[src/rtl/rmw_pkg.sv]
// Shared definitions for the read-modify-write sequencer: ALU opcodes,
// FSM state encoding and opcode classification helpers.
package rmw_pkg;

    localparam int unsigned OPC_W  = 4;
    localparam int unsigned DATA_W = 8;
    localparam int unsigned ST_W   = 3;

    // ALU opcodes shared with the ALU and the instruction decoder
    localparam logic [OPC_W-1:0] OP_INC = 4'd5;
    localparam logic [OPC_W-1:0] OP_DEC = 4'd6;
    localparam logic [OPC_W-1:0] OP_ROR = 4'd7;
    localparam logic [OPC_W-1:0] OP_ROL = 4'd8;
    localparam logic [OPC_W-1:0] OP_ASL = 4'd9;
    localparam logic [OPC_W-1:0] OP_LSR = 4'd10;

    // Sequencer states
    typedef logic [ST_W-1:0] state_t;
    localparam state_t ST_IDLE  = 3'd0;
    localparam state_t ST_READ  = 3'd1;
    localparam state_t ST_DUMMY = 3'd2;
    localparam state_t ST_WRITE = 3'd3;
    localparam state_t ST_DONE  = 3'd4;

    // Opcode is one of the six memory RMW operations
    function automatic logic is_legal_op(input logic [OPC_W-1:0] o);
        return (o >= OP_INC) && (o <= OP_LSR);
    endfunction

    // Shift/rotate ops are the ones that produce a new carry
    function automatic logic is_shift_op(input logic [OPC_W-1:0] o);
        return (o >= OP_ROR) && (o <= OP_LSR);
    endfunction

endpackage

[src/rtl/rmw_sequencer.sv]
// Read-modify-write sequencer for 6502-style memory instructions.
// Runs bus order: read -> dummy write of original -> write of modified value.
// Ports:
//   clk, rst_n                       clock, async active-low reset
//   start, op, addr, c_in            command from decoder (sampled in IDLE)
//   busy, done, err                  status (done/err are one-cycle pulses)
//   mem_addr, mem_we, mem_wdata      bus request
//   mem_rdata, mem_rdy               bus response
//   alu_op, alu_a, alu_b, alu_cin    ALU drive
//   alu_f, alu_carry                 ALU result
//   result, flag_n/z/c, flags_we,
//   flags_c_we                       write-back to status register
module rmw_sequencer
    import rmw_pkg::*;
#(
    parameter int unsigned ADDR_W = 16
) (
    input  logic              clk,
    input  logic              rst_n,
    input  logic              start,
    input  logic [OPC_W-1:0]  op,
    input  logic [ADDR_W-1:0] addr,
    input  logic              c_in,
    output logic              busy,
    output logic              done,
    output logic              err,
    output logic [ADDR_W-1:0] mem_addr,
    output logic              mem_we,
    output logic [DATA_W-1:0] mem_wdata,
    input  logic [DATA_W-1:0] mem_rdata,
    input  logic              mem_rdy,
    output logic [OPC_W-1:0]  alu_op,
    output logic [DATA_W-1:0] alu_a,
    output logic [DATA_W-1:0] alu_b,
    output logic              alu_cin,
    input  logic [DATA_W:0]   alu_f,
    input  logic              alu_carry,
    output logic [DATA_W-1:0] result,
    output logic              flag_n,
    output logic              flag_z,
    output logic              flag_c,
    output logic              flags_we,
    output logic              flags_c_we
);

    state_t              state_q, state_d;
    logic [DATA_W-1:0]   operand_q, operand_d;
    logic [DATA_W-1:0]   new_val_q, new_val_d;
    logic                new_c_q, new_c_d;

    logic                busy_d, done_d, err_d, we_d, cin_d;
    logic                fn_d, fz_d, fc_d, fwe_d, fcwe_d;
    logic [ADDR_W-1:0]   addr_d;
    logic [DATA_W-1:0]   wdata_d, result_d;
    logic [OPC_W-1:0]    op_d;

    // Bit 8 of the ALU result duplicates alu_carry
    logic alu_f_unused;
    assign alu_f_unused = alu_f[DATA_W];

    // Both ALU operands carry the fetched byte
    assign alu_a = operand_q;
    assign alu_b = operand_q;

    // Next-state and next-output logic; outputs are computed one cycle ahead
    always_comb begin
        state_d   = state_q;
        operand_d = operand_q;
        new_val_d = new_val_q;
        new_c_d   = new_c_q;
        busy_d    = busy;
        done_d    = 1'b0;
        err_d     = 1'b0;
        we_d      = mem_we;
        addr_d    = mem_addr;
        wdata_d   = mem_wdata;
        op_d      = alu_op;
        cin_d     = alu_cin;
        result_d  = result;
        fn_d      = flag_n;
        fz_d      = flag_z;
        fc_d      = flag_c;
        fwe_d     = 1'b0;
        fcwe_d    = 1'b0;

        case (state_q)
            ST_IDLE: begin
                if (start) begin
                    if (is_legal_op(op)) begin
                        op_d    = op;
                        addr_d  = addr;
                        cin_d   = c_in;
                        we_d    = 1'b0;
                        busy_d  = 1'b1;
                        state_d = ST_READ;
                    end else begin
                        err_d = 1'b1;
                    end
                end
            end
            ST_READ: begin
                if (mem_rdy) begin
                    operand_d = mem_rdata;
                    wdata_d   = mem_rdata;
                    we_d      = 1'b1;
                    state_d   = ST_DUMMY;
                end
            end
            ST_DUMMY: begin
                if (mem_rdy) begin
                    new_val_d = alu_f[DATA_W-1:0];
                    new_c_d   = alu_carry;
                    wdata_d   = alu_f[DATA_W-1:0];
                    state_d   = ST_WRITE;
                end
            end
            ST_WRITE: begin
                if (mem_rdy) begin
                    we_d     = 1'b0;
                    result_d = new_val_q;
                    fn_d     = new_val_q[DATA_W-1];
                    fz_d     = (new_val_q == '0);
                    fc_d     = new_c_q;
                    done_d   = 1'b1;
                    fwe_d    = 1'b1;
                    fcwe_d   = is_shift_op(alu_op);
                    state_d  = ST_DONE;
                end
            end
            ST_DONE: begin
                busy_d  = 1'b0;
                state_d = ST_IDLE;
            end
            default: begin
                busy_d  = 1'b0;
                we_d    = 1'b0;
                state_d = ST_IDLE;
            end
        endcase
    end

    // State and registered outputs; reset abandons any RMW in flight
    always_ff @(posedge clk or negedge rst_n) begin
        if (!rst_n) begin
            state_q    <= ST_IDLE;
            operand_q  <= '0;
            new_val_q  <= '0;
            new_c_q    <= 1'b0;
            busy       <= 1'b0;
            done       <= 1'b0;
            err        <= 1'b0;
            mem_we     <= 1'b0;
            mem_addr   <= '0;
            mem_wdata  <= '0;
            alu_op     <= '0;
            alu_cin    <= 1'b0;
            result     <= '0;
            flag_n     <= 1'b0;
            flag_z     <= 1'b0;
            flag_c     <= 1'b0;
            flags_we   <= 1'b0;
            flags_c_we <= 1'b0;
        end else begin
            state_q    <= state_d;
            operand_q  <= operand_d;
            new_val_q  <= new_val_d;
            new_c_q    <= new_c_d;
            busy       <= busy_d;
            done       <= done_d;
            err        <= err_d;
            mem_we     <= we_d;
            mem_addr   <= addr_d;
            mem_wdata  <= wdata_d;
            alu_op     <= op_d;
            alu_cin    <= cin_d;
            result     <= result_d;
            flag_n     <= fn_d;
            flag_z     <= fz_d;
            flag_c     <= fc_d;
            flags_we   <= fwe_d;
            flags_c_we <= fcwe_d;
        end
    end

endmodule

[config.mk]
export PLATFORM = sky130hd
export DESIGN_NAME = rmw_sequencer
export DESIGN_NICKNAME = d
export VERILOG_FILES = /design/src/rtl/rmw_pkg.sv /design/src/rtl/rmw_sequencer.sv
export SDC_FILE = /design/constraint.sdc
export NUM_CORES = 1
export LEC_CHECK = 0
export ABC_AREA = 1
export CORE_AREA = 2 2 82 84
export CTS_BUF_LIST = sky130_fd_sc_hd__clkbuf_2 sky130_fd_sc_hd__clkbuf_4 sky130_fd_sc_hd__clkbuf_8
export CTS_CLUSTER_SIZE = 25
export DETAILED_ROUTE_END_ITERATION = 10
export DIE_AREA = 0 0 84 86
export MAX_ROUTING_LAYER = met4
export PLACE_DENSITY = 0.8
export SLEW_MARGIN = 20
export SYNTH_ARGS = -nofsm -noshare
export SYNTH_HDL_FRONTEND = slang
export SYNTH_SLANG_ARGS = --single-unit
[constraint.sdc]
create_clock -name clk -period 3.4 [get_ports clk]
set_input_delay 0.51 -clock clk [delete_from_list [all_inputs] [get_ports clk]]
set_output_delay 0.51 -clock clk [all_outputs]
set_load 0.05 [all_outputs]
======== Yosys cells after proc, flatten, opt, wreduce, memory -nomap -nowiden ========
Index checks and enable logic that the tools add are counted.
word-level totals
  flip-flop bits (word level) ............. 65
  input bits .............................. 43
  word-level logic and storage cells ...... 71
operators by class
  $lt $le $gt $ge ......................... 4
  eq/ne operators ......................... 9
  mux-type cells .......................... 24
  bitwise gates (word level) .............. 2
  reduce and logical (&&, ||, !) cells .... 15
operators by type and width
  cell                  count
  $mux W8               2
  $pmux W8 S2           1
  $mux W3               5
  $mux W1               13
  $pmux W3 S4           1
  $ne A2 B2 Y1 const B  5
  $reduce_and A5 Y1     2
  $reduce_and A3 Y1     3
  $ge A4 B3 Y1 const B  2
  $le A4 B4 Y1 const B  2
  $logic_not A8 Y1      1
  $eq A3 B2 Y1 const B  2
  $reduce_and A2 Y1     3
  $pmux W1 S4           1
  $eq A3 B1 Y1 const B  1
  $eq A3 B3 Y1 const B  1
  $logic_not A3 Y1      1
  $reduce_or A3 Y1      1
  $logic_and A1 B1 Y1   2
  $not A1 Y1            2
  $pmux W1 S2           1
  $reduce_bool A2 Y1    1
  $reduce_or A2 Y1      1

======== Longest topological paths before layout ========
  word-level depth ........................ 5
  mapped depth ............................ 8
  depth with buffers taken out ............ 8

======== Worst setup path after synthesis ========
No wires, ideal clock.
  kind .................................... flip-flop to output port
  start ................................... reg operand_q[0] (netlist: alu_a[0])
  end ..................................... out alu_b[0]
  arrival ................................. 904 ps
  slack ................................... 1,986 ps
  cell stages (with the launch flop) ...... 2
  buffers on the path ..................... 1
  path through ............................ dfrtp_1 > buf_4
RTL lines
  item                      RTL line              text
  start: declaration        rmw_sequencer.sv:47   logic [DATA_W-1:0] operand_q, operand_d;
  start signal: assignment  rmw_sequencer.sv:165  operand_q <= operand_d;
  end: declaration          rmw_sequencer.sv:34   output logic [DATA_W-1:0] alu_b,
No word-level cell between the ends.

======== Worst setup path in the final report ========
  start ................................... reg alu_op[0]
  end ..................................... out alu_op[0]
RTL lines
  item                      RTL line              text
  start: declaration        rmw_sequencer.sv:32   output logic [OPC_W-1:0] alu_op,
  start signal: assignment  rmw_sequencer.sv:174  alu_op <= op_d;
No word-level cell between the ends.

==> results.md <==
- Buf/Inv on CP: 1
- Core area: 6280 um2
- CP Launch Type: register
- Aggregate routed wire length: 6160 um
- Pre-antenna DRT Iters: 4
- R2R depth: 6
- Clk_skew: 7.21 ps
- Post-cts gate resize count: 0
- Synth Instances: between 300 and 400
- DR iter-0 viols: 76
- Slowest CP cell: clkdlybuf4s50_1
- CTS Buf Count: 9
- Hold WS: approximately 240 ps
- HP Class: in2async
- Cell area after layout: roughly 4000 um2
- Power Density: around 1200 nW/um2
- Slew at the pin closest to its max-slew limit: 759 ps
- Avg Synthesized Cell Area: 8.99 um2
- Register area share after synthesis: 57.3%
- CP required: between 2000 and 3000 ps
- Max cap viols: 0
- Clock power share: 17.0%
- Antenna cell count: 0
- Final setup viols: 0
- Sw Pwr: 0.00231 W
- Sw Ratio: 48.0%
- H-tree levels: 3
- Fin Setup TNS: 0 ps
- Final nets: 451
- Final Hold Vio Count: 0
- Syn Nets: 354
- #FFs+latches synth: 64
- Hold-fix buffers at CTS: 0
- Row Count: 29
- Slew Limit Fails: 0
- Leakage: between 2 and 2.5 nW
- Gpl congestion: 0.794
- DP Cell Count: 474
- Sequential Power Share: approximately 28%
- Yosys cell types: 23
- DR DRC count: 0
- CTS clock-pin slew for the worst setup and hold paths: about 70 ps
- Min Tclk post-route: 2060 ps
- Post-route ant nets: 0
- Root Driver: clkbuf_8
- WP data arrival: 1550 ps
- Starting Density: 44.5%
- Vias in the first global route: 2330
- Routed length per instance: 12.6 um
- Pint: 0.00250 W
- Delay of the slowest critical-path stage: roughly 800 ps
- Crit end category: output port
- Largest net degree at the start of global routing: 44
- Global-route wire length before repair: 10500 um
- Design Power: slightly below 0.005 W
- # clock sinks: 64
- Area of the multi-input gates: between 800 and 900 um2
- Setup CP Type: reg2out
- CTS tree: built
- Crit path depth: 1
- Overflow after GRT: 0
- Max Freq: just under 0.5 GHz
- Cell Area, Synth: about 2800 um2
- RSZ-0062 raised after global routing: no
- Ys Warns: 0
- Crit-path cells: clkdlybuf4s50_1
- Crit-path leading delay family: buffers and inverters
- Clk_lat worst skew: roughly 340 ps
- Gate power share: 54.9%
- Clock tree buffer depth: 2
- Final cycle utilization of the critical path: 60.6%
- Vias: 2315
- Total GRT Usage: 18.9%
- Filler cells: around 520
- Ports: roughly 110
- Reg area: 1600 um2
- Setup Fix Bufs, Post-CTS: 0
- Die Y: 86 um
- Slew margin rel.: 49.4%
- Initial antenna violation count: 0
- CP max FO: 4
- DP Area: 3780 um2
- Via density per instance: 4.72
- Die area: between 7000 and 8000 um2
- Area delta synth->final: 44.4%
- Final Non-Filler Cells: 490
- Peak VDD IR: between 0.6 and 0.7 mV
- Layout cells sized above 1: under 10%
- Die X: 84 um
- Outcome: finished clean
- IO buf count: 103
- HPWL after DPL: ~4500 um
-- power groups by stage --
stage / registers, W / clock network [W] / logic [W]
floorplan: 0.00234 / 0 / 0.000865
CTS: 0.00135 / 0.000835 / 0.00266
detailed placement: 0.00136 / 0 / 0.00266
finish: 0.00135 / 0.000816 / 0.00263
global route: 0.00140 / 0.000866 / 0.00279
global placement: 0.00135 / 0 / 0.00260
-- cell type report --
cell class / count / area share, %
clock buffers: 11 / 3.75
multi-input cells: 182 / 21.6
flip-flops and latches: 64 / 39.7
repair buffers: 105 / 25.8
inverters: 46 / 4.28
clock inverters: 5 / 2.54
well taps: 77 / 2.39
-- path summary, 6_finish.rpt --
path                            start  slack (ps)     endpoint
max                         alu_op[0]        1340    alu_op[0]
min reg2reg                   new_c_q         470       flag_c
min in group clk              new_c_q         470       flag_c
max in group asynchronous       rst_n        2450  mem_addr[2]
max reg2reg                state_q[0]        1720    result[0]
min                             rst_n         240    result[5]
-- logic make-up (layout without fill, tap and decap cells) --
kind of cell | count (synthesis) | count (layout) | share of synthesized area [%]
multiplexers | 3 | 3 | 1.21
buffers and inverters | 65 | 167 | 11.6
AO/OA/AOI/OAI | 54 | 54 | 11.1
flip-flops | 64 | 64 | 57.3
AND/OR/NAND/NOR | 125 | 125 | 18.8
-- synthesized netlist by cell type --
master / n / area share (%)
nor4_1: 1 / 0.22
dfrtp_1: 64 / 57
nand3_4: 1 / 0.63
nand3_2: 1 / 0.36
nand4_1: 2 / 0.45
mux2_2: 3 / 1.2
o21ai_1: 19 / 3.4
inv_2: 1 / 0.13
nor2_1: 11 / 1.5
nand4_2: 1 / 0.45
a21oi_1: 3 / 0.54
nand2_2: 2 / 0.45
nor3_1: 1 / 0.18
nor2_2: 2 / 0.45
inv_1: 44 / 5.9
buf_6: 5 / 2.0
clkinv_1: 1 / 0.13
buf_4: 10 / 2.7
nand2_1: 97 / 13
nand3_1: 6 / 1.1
buf_2: 4 / 0.72
o21ai_0: 21 / 3.8
o21ai_2: 11 / 3.4
-- sequential cells by signal, summed over array words and instances, names as in the netlist --
name and cells:
mem_addr 16, alu_cin 1, state_q 3, new_val_q 8
flags_we 1, mem_we 1, alu_a 8, result 8
flag_z 1, flag_c 1, new_c_q 1, busy 1
flags_c_we 1, mem_wdata 8, err 1, alu_op 4
-- cells in the final DEF, fill, tap and decap left out, types with 2 or more instances in the layout --
master and instances:
nor2_2 2, clkdlybuf4s50_1 102, nand2_2 2, mux2_2 3, o21ai_2 11, nor2_1 11
inv_1 44, o21ai_0 21, dfrtp_1 64, nand4_1 2, a21oi_1 3, clkbuf_8 11
nand3_1 6, buf_4 2, o21ai_1 19, nand2_1 97, bufinv_16 3
-- metrics by stage --
stage	util (%)	setup WS, ps
2_1_floorplan	-	1990
3_3_place_gp	60.2	1250
3_5_place_dp	60.2	1220
4_1_cts	64.3	1320
5_1_grt	64.3	1290
6_report	64.3	1340
-- layer usage --
| layer | part of all wire [%] | track usage, % | vias to the layer above |
|---|---|---|---|
| li1 | - | - | 1149 |
| met1 | 44 | 22.7 | 1076 |
| met2 | 48 | 30.3 | 78 |
| met3 | 6.2 | 5.20 | 12 |
| met4 | 2.0 | 7.77 | 0 |
| met5 | 0 | - | - |
No activity file was read; power rests on OpenSTA's default activity.
